[src/rtl/mem_arb_pkg.sv]
// Shared constants and helpers for the two-port memory arbiter.
// Holds the FSM state encoding, requester port indices, the width of
// the optional timeout counter and the round-robin pick function.
package mem_arb_pkg;

  // FSM state encoding (plain constants so legacy tools can read them).
  localparam logic [1:0] IDLE  = 2'd0;
  localparam logic [1:0] BUSY0 = 2'd1;
  localparam logic [1:0] BUSY1 = 2'd2;

  // Requester port indices; also the value driven onto the mux select.
  localparam logic PORT_FETCH = 1'b0;
  localparam logic PORT_DATA  = 1'b1;

  // Width of the BUSY wait counter used by the optional timeout.
  localparam int TMO_CNT_W = 8;

  // Result of one arbitration decision taken in IDLE.
  typedef struct packed {
    logic valid;  // at least one port is requesting
    logic port;   // winning port index
  } arb_pick_t;

  // Round-robin pick: a lone requester always wins; when both request,
  // the port that was not granted last time wins.
  function automatic arb_pick_t rr_pick(input logic req0,
                                        input logic req1,
                                        input logic last_grant);
    arb_pick_t pick;
    pick.valid = req0 | req1;
    if (req0 && req1) begin
      pick.port = ~last_grant;
    end else if (req1) begin
      pick.port = PORT_DATA;
    end else begin
      pick.port = PORT_FETCH;
    end
    return pick;
  endfunction

endpackage : mem_arb_pkg

[src/rtl/mux2to1_32bit.sv]
// 32-bit 2:1 multiplexer used to steer the requester address onto the
// shared memory bus. sel_i = 0 selects in0_i, sel_i = 1 selects in1_i.
module mux2to1_32bit (
  input  logic [31:0] in0_i,
  input  logic [31:0] in1_i,
  input  logic        sel_i,
  output logic [31:0] out_o
);

  assign out_o = sel_i ? in1_i : in0_i;

endmodule : mux2to1_32bit

[src/rtl/mem_port_arbiter.sv]
// Round-robin arbiter sharing one 32-bit memory port between instruction
// fetch (port 0) and data load/store (port 1). An IDLE/BUSY0/BUSY1 FSM
// picks a requester, drives the address mux select, and returns a
// one-cycle ack with read data when the memory completes the access.
//
// Optional feature: define MEM_PORT_TIMEOUT_EN to abort a BUSY access
// after TIMEOUT_CYCLES cycles without mem_ready; the abort is reported
// as an ack with err=1 and rdata=0. Without the macro err is tied low
// and BUSY waits for mem_ready indefinitely.
module mem_port_arbiter
  import mem_arb_pkg::*;
#(
  parameter int unsigned TIMEOUT_CYCLES = 16
) (
  input  logic        clk,
  input  logic        reset_n,
  // Port 0: instruction fetch
  input  logic        req0,
  input  logic [31:0] addr0,
  // Port 1: data load/store
  input  logic        req1,
  input  logic [31:0] addr1,
  input  logic [31:0] wdata1,
  input  logic        we1,
  // Requester responses
  output logic        ack0,
  output logic        ack1,
  output logic [31:0] rdata,
  output logic        err,
  // Memory bus
  output logic        mem_req,
  output logic [31:0] mem_addr,
  output logic [31:0] mem_wdata,
  output logic        mem_we,
  input  logic        mem_ready,
  input  logic [31:0] mem_rdata
);

  // Elaboration-time guard: the wait counter can only reach 255.
  if (TIMEOUT_CYCLES < 1 || TIMEOUT_CYCLES > (1 << TMO_CNT_W) - 1) begin : g_bad_timeout_cycles
    $error("mem_port_arbiter: TIMEOUT_CYCLES must be in 1..255");
  end

  logic [1:0] state_q, state_d;
  logic       sel_q, sel_d;
  logic       last_grant_q, last_grant_d;

  arb_pick_t  pick;
  logic       in_busy0;
  logic       in_busy1;
  logic       busy;
  logic       timeout;
  logic       done;

  assign in_busy0 = (state_q == BUSY0);
  assign in_busy1 = (state_q == BUSY1);
  assign busy     = in_busy0 | in_busy1;

  // A BUSY access ends when memory completes it or the timeout fires.
  assign done     = busy & (mem_ready | timeout);

  // Arbitration decision, only acted upon in IDLE.
  always_comb begin
    pick = rr_pick(req0, req1, last_grant_q);
  end

  // Next-state logic for the FSM, the mux select and the round-robin pointer.
  always_comb begin
    // NOTE: every always_comb output gets a default first so no path leaves it unassigned, which would infer a latch.
    state_d      = state_q;
    sel_d        = sel_q;
    last_grant_d = last_grant_q;
    case (state_q)
      IDLE: begin
        if (pick.valid) begin
          state_d      = (pick.port == PORT_DATA) ? BUSY1 : BUSY0;
          sel_d        = pick.port;
          last_grant_d = pick.port;
        end
      end
      BUSY0, BUSY1: begin
        if (done) begin
          state_d = IDLE;
        end
      end
      default: begin
        state_d = IDLE;
      end
    endcase
  end

  // FSM state registers; reset makes port 0 the first winner.
  always_ff @(posedge clk or negedge reset_n) begin
    if (!reset_n) begin
      state_q      <= IDLE;
      sel_q        <= PORT_FETCH;
      last_grant_q <= PORT_DATA;
    end else begin
      // NOTE: sequential state uses non-blocking assignments so every register samples pre-edge values.
      state_q      <= state_d;
      sel_q        <= sel_d;
      last_grant_q <= last_grant_d;
    end
  end

`ifdef MEM_PORT_TIMEOUT_EN
  localparam logic [TMO_CNT_W-1:0] TMO_LAST = TMO_CNT_W'(TIMEOUT_CYCLES - 1);

  logic [TMO_CNT_W-1:0] wait_cnt_q, wait_cnt_d;

  // Wait counter: held at zero in IDLE so it starts cleared on BUSY entry,
  // then counts BUSY cycles that end without mem_ready.
  always_comb begin
    wait_cnt_d = wait_cnt_q;
    if (!busy) begin
      wait_cnt_d = '0;
    end else if (!mem_ready && !timeout) begin
      wait_cnt_d = wait_cnt_q + 1'b1;
    end
  end

  // Wait counter register.
  always_ff @(posedge clk or negedge reset_n) begin
    if (!reset_n) begin
      wait_cnt_q <= '0;
    end else begin
      wait_cnt_q <= wait_cnt_d;
    end
  end

  // Abort on the last allowed cycle unless memory completes in that cycle.
  assign timeout = busy & ~mem_ready & (wait_cnt_q == TMO_LAST);
  assign err     = timeout;
`else
  assign timeout = 1'b0;
  assign err     = 1'b0;
`endif

  // Address steering onto the memory bus through the shared 32-bit mux.
  mux2to1_32bit u_addr_mux (
    .in0_i (addr0),
    .in1_i (addr1),
    .sel_i (sel_q),
    .out_o (mem_addr)
  );

  // Memory bus controls: only the data port ever writes.
  assign mem_req   = busy;
  assign mem_we    = we1 & in_busy1;
  assign mem_wdata = in_busy1 ? wdata1 : 32'd0;

  // Requester responses: acks pulse in the completing cycle; read data
  // passes through only on a real completion, never on an abort.
  assign ack0  = in_busy0 & done;
  assign ack1  = in_busy1 & done;
  assign rdata = (done && mem_ready) ? mem_rdata : 32'd0;

endmodule : mem_port_arbiter

[config.mk]
export PLATFORM = sky130hd
export DESIGN_NAME = mem_port_arbiter
export DESIGN_NICKNAME = d
export VERILOG_FILES = /design/src/rtl/mem_arb_pkg.sv /design/src/rtl/mux2to1_32bit.sv /design/src/rtl/mem_port_arbiter.sv
export SDC_FILE = /design/constraint.sdc
export NUM_CORES = 1
export LEC_CHECK = 0
export CELL_PAD_IN_SITES_DETAIL_PLACEMENT = 2
export CELL_PAD_IN_SITES_GLOBAL_PLACEMENT = 2
export CORE_MARGIN = 4
export CORE_UTILIZATION = 10
export CTS_CLUSTER_DIAMETER = 50
export DETAILED_ROUTE_END_ITERATION = 12
export HOLD_SLACK_MARGIN = 0.08
export PLACE_DENSITY = 0.95
export SYNTH_ARGS = -nofsm -noshare
export SYNTH_HDL_FRONTEND = slang
export SYNTH_SLANG_ARGS = --single-unit
[constraint.sdc]
create_clock -name clk -period 1.9 [get_ports clk]
set_input_delay 0.38 -clock clk [delete_from_list [all_inputs] [get_ports clk]]
set_output_delay 0.38 -clock clk [all_outputs]
set_load 0.1 [all_outputs]
==> flow_summary_export.csv <==
group,metric,value,unit
route,post_drt_wl_per_cell,18.9,µm
timing,setup_viol,9,
worst_setup_path,cp_cell_sequence,"inv_4, ha_4, buf_12, and3_4, buf_12",
worst_setup_path,cp_common_cell,"buf_12",
logic_synthesis,synthTopCellsByArea,"mux2_4 (35%), and2_1 (17%), and3_1 (16%)",
timing,fin_skew,0.00284,ns
clocking,cts_tree,"done",
run_status,status,"complete, but fails checks",
route,drt_iter0_drc,59,
timing,setup_ws,-0.00627,ns
timing,report.final.slew_viol_count,0,
power,peakVddDrop,0.000738,V
worst_setup_path,start_kind,"flip-flop",
worst_setup_path,worstSetupStartpoint,"state_q[0]$_DFFE_PN0P_",
worst_setup_path,max_stage_delay,0.39,ns
worst_setup_path,r2r_start,"state_q[0]$_DFFE_PN0P_",
timing,finalHoldViolations,0,
logic_synthesis,synth_commonest_cells,"and2_1 (34), and3_1 (33), mux2_4 (29)",
worst_setup_path,rr_endpoint,"state_q[1]$_DFFE_PN0P_",
grt,met3_usage,5.47,%
placed_design,port_buffers,233,
worst_setup_path,endpoint,"rdata[28]",
logic_synthesis,synth_top_area_share,34.7,%
power,internal_power,3.60,mW
power,pwr-share-clk,3.9,%
logic_synthesis,synth_edf_count,0,
logic_synthesis,synth_cell_types,23,
grt,grt.total_usage,13.5,%
die,die_h,120,µm
die,dieWidth,120,µm
worst_setup_path,crit_fanout,18,
power,p_comb_share,94.1,%
clocking,cts-htree-levels,1,
timing,rsz0062_at_grt,"yes",
worst_setup_path,required,1.52,ns
grt,top_usage_layer,"met2",
placed_design,gp_congestion,0.750,
logic_synthesis,seq_area_frac_synth,8.07,%
timing,fmax,0.525,GHz
logic_synthesis,syn_area,1260,µm²
grt,grt_max_degree,34,
worst_setup_path,crit_cells,5,
placed_design,detailed_place_hpwl,8970,µm
worst_setup_path,regToRegSetupSlack,0.44,ns
power,seqPwrFrac,2.1,%
logic_synthesis,yosys.area.top_type,"mux2_4",
die,rows,40,
logic_synthesis,yosysWarnings,0,
power,p_sw,5.09,mW
timing,fin_crit,1.91,ns
worst_setup_path,arrival,1.53,ns
route,ant_nets,0,
timing,timing.final.crit_share,100,%
final_layout,layout.nets,512,
final_layout,drive_gt1_share,59.1,%
grt,grt_pass1_vias,2457,
logic_synthesis,syn_nets,276,
worst_setup_path,cp_top_family,"buffers and inverters",
logic_synthesis,synthCells,137,
clocking,numClockSinks,4,
timing,hold_ws,0.355,ns
grt,antenna_found_initial,0,
job,cap_violations,0,
route,firstDrtPassIters,4,
logic_synthesis,yosysMostFrequentCell,"and2_1",
clocking,cts-root-buf,"clkbuf_16",
logic_synthesis,synth_ff_type,"dfrtp_1",
worst_setup_path,cp_slowest_cell,"dfrtp_1",
route,wirelength,10200,µm
grt,overflow,0,
die,die_area,14400,µm²
die,core_area,12200,µm²
power,p_per_area,1680,nW/µm²
timing,setup_tns,-0.0189,ns
clocking,cts_buffers,3,
grt,grt_use_met1,12.3,%
route,via_count,2032,
run_status,failed_checks,"setup timing",
clocking,cts_max_path_buffers,2,
power,swShare,58.6,%
grt,use_met2,27.9,%
die,ios,235,
die,initial_core_util,10.3,%
worst_setup_path,cp-end-kind,"output pin",
logic_synthesis,ys_seq_elements,4,
clocking,clk_latency,0.22,ns
hold_path,hp-class,"primary input to async pin",
final_layout,diodes,0,
grt,grt_first_pass_wirelength,15100,µm
worst_setup_path,crit_buf_inv,3,
logic_synthesis,async_flop_share,100,%
final_layout,syn_to_final_growth,312,%
clocking,clkTransAtPathRegs,0.03,ns
logic_synthesis,synth_area_per_cell,9.17,µm²
worst_setup_path,r2r_cells,6,
power,p_leak,2.16,nW
worst_setup_path,path_class,"flip-flop to output pin",
route,remaining_drc_errors,0,
route,viasPerCell,3.76,
## flip-flops by register name, summed over array words and instances (netlist names)
name / count
state_q: 2
last_grant_q: 1
sel_q: 1
## layer usage
layer	wire, µm	part of all wire [%]	up-vias
met2	5890	58	145
met1	3120	31	942
li1	-	-	941
met5	0	0	-
met4	70	0.69	0
met3	1110	11	4
## per-stage QoR
| step | std cells | power, mW | cell area, µm² | utilization [%] | setup WS (ns) |
|---|---|---|---|---|---|
| after floorplan | 137 | 5.45 | 1490 | - | -0.112 |
| after global placement | 530 | 8.02 | 4970 | 40.9 | -0.000791 |
| after detailed placement | 530 | 8.16 | 4970 | 40.9 | -0.0489 |
| after CTS | 539 | 8.74 | 5160 | 42.4 | -0.0290 |
| after global routing | 540 | 8.95 | 5170 | 42.5 | -0.0811 |
| final | 540 | 8.69 | 5170 | 42.5 | -0.00627 |
## power groups by stage
stage	clock [mW]	sequential (mW)	combinational [mW]
after detailed placement	0	0.185	7.98
after CTS	0.343	0.179	8.22
final	0.336	0.180	8.17
after global placement	0	0.175	7.85
after global routing	0.355	0.186	8.41
after floorplan	0	0.155	5.30
## what timing repair did
item                       4_1_cts  5_1_grt
setup buffers                    4        1
pin swaps                        6        7
setup endpoints to repair       65       66
resized for setup               10        3
hold buffers                     0        0
cloned                           1        0
## how the worst min path moves through the flow
stage                             start                       end  slack, ns  cells past startpoint
2_1_floorplan                   reset_n         sel_q$_DFFE_PN0P_       0.08                      0
3_3_place_gp   last_grant_q$_DFFE_PN1P_  last_grant_q$_DFFE_PN1P_       0.51                      2
3_5_place_dp   last_grant_q$_DFFE_PN1P_  last_grant_q$_DFFE_PN1P_       0.53                      1
4_1_cts                         reset_n    state_q[0]$_DFFE_PN0P_       0.36                      1
5_1_grt                         reset_n    state_q[0]$_DFFE_PN0P_       0.38                      1
6_report                        reset_n    state_q[0]$_DFFE_PN0P_       0.35                      1
## cell type report
type,instances,area (µm²)
inverter,2,10.0
tap,168,210
timing repair buffer,245,3510
fill,1215,6990
multi-input combinational,117,1260
sequential,4,103
clock buffer,4,78.8
## logic make-up after synthesis
logic type,Yosys count,share of synthesized area [%]
mux,34,38.9
simple gates,72,35.3
other cells,1,0.299
compound gates,5,2.89
fa+ha+maj,5,4.98
buf+inv,16,9.56
flops,4,8.07
## layout by cell type (no fill, tap or decap)
cell type	Yosys	layout
clkdlybuf4s50_1	0	132
buf_12	3	105
and3_4	0	33
mux2_4	29	29
and2_2	0	28
buf_4	1	6
and2_4	0	5
mux2_2	3	3
ha_1	5	3
clkbuf_16	0	3
nand2_1	2	2
mux2i_1	2	2
dfrtp_1	3	2
inv_4	0	1
inv_2	0	1
and2_1	34	1
a21boi_0	1	1
a22o_1	1	1
a21oi_1	1	1
a31oi_1	1	1
nand2b_1	1	1
nor2_1	1	1
nor2b_1	1	1
a21oi_2	1	1
ha_4	0	1
ha_2	0	1
conb_1	1	1
clkbuf_1	9	1
bufbuf_16	0	1
dlygate4sd2_1	0	1
dfstp_2	1	1
dfrtp_2	0	1
Note: power is estimated with default switching activity, not from simulation.
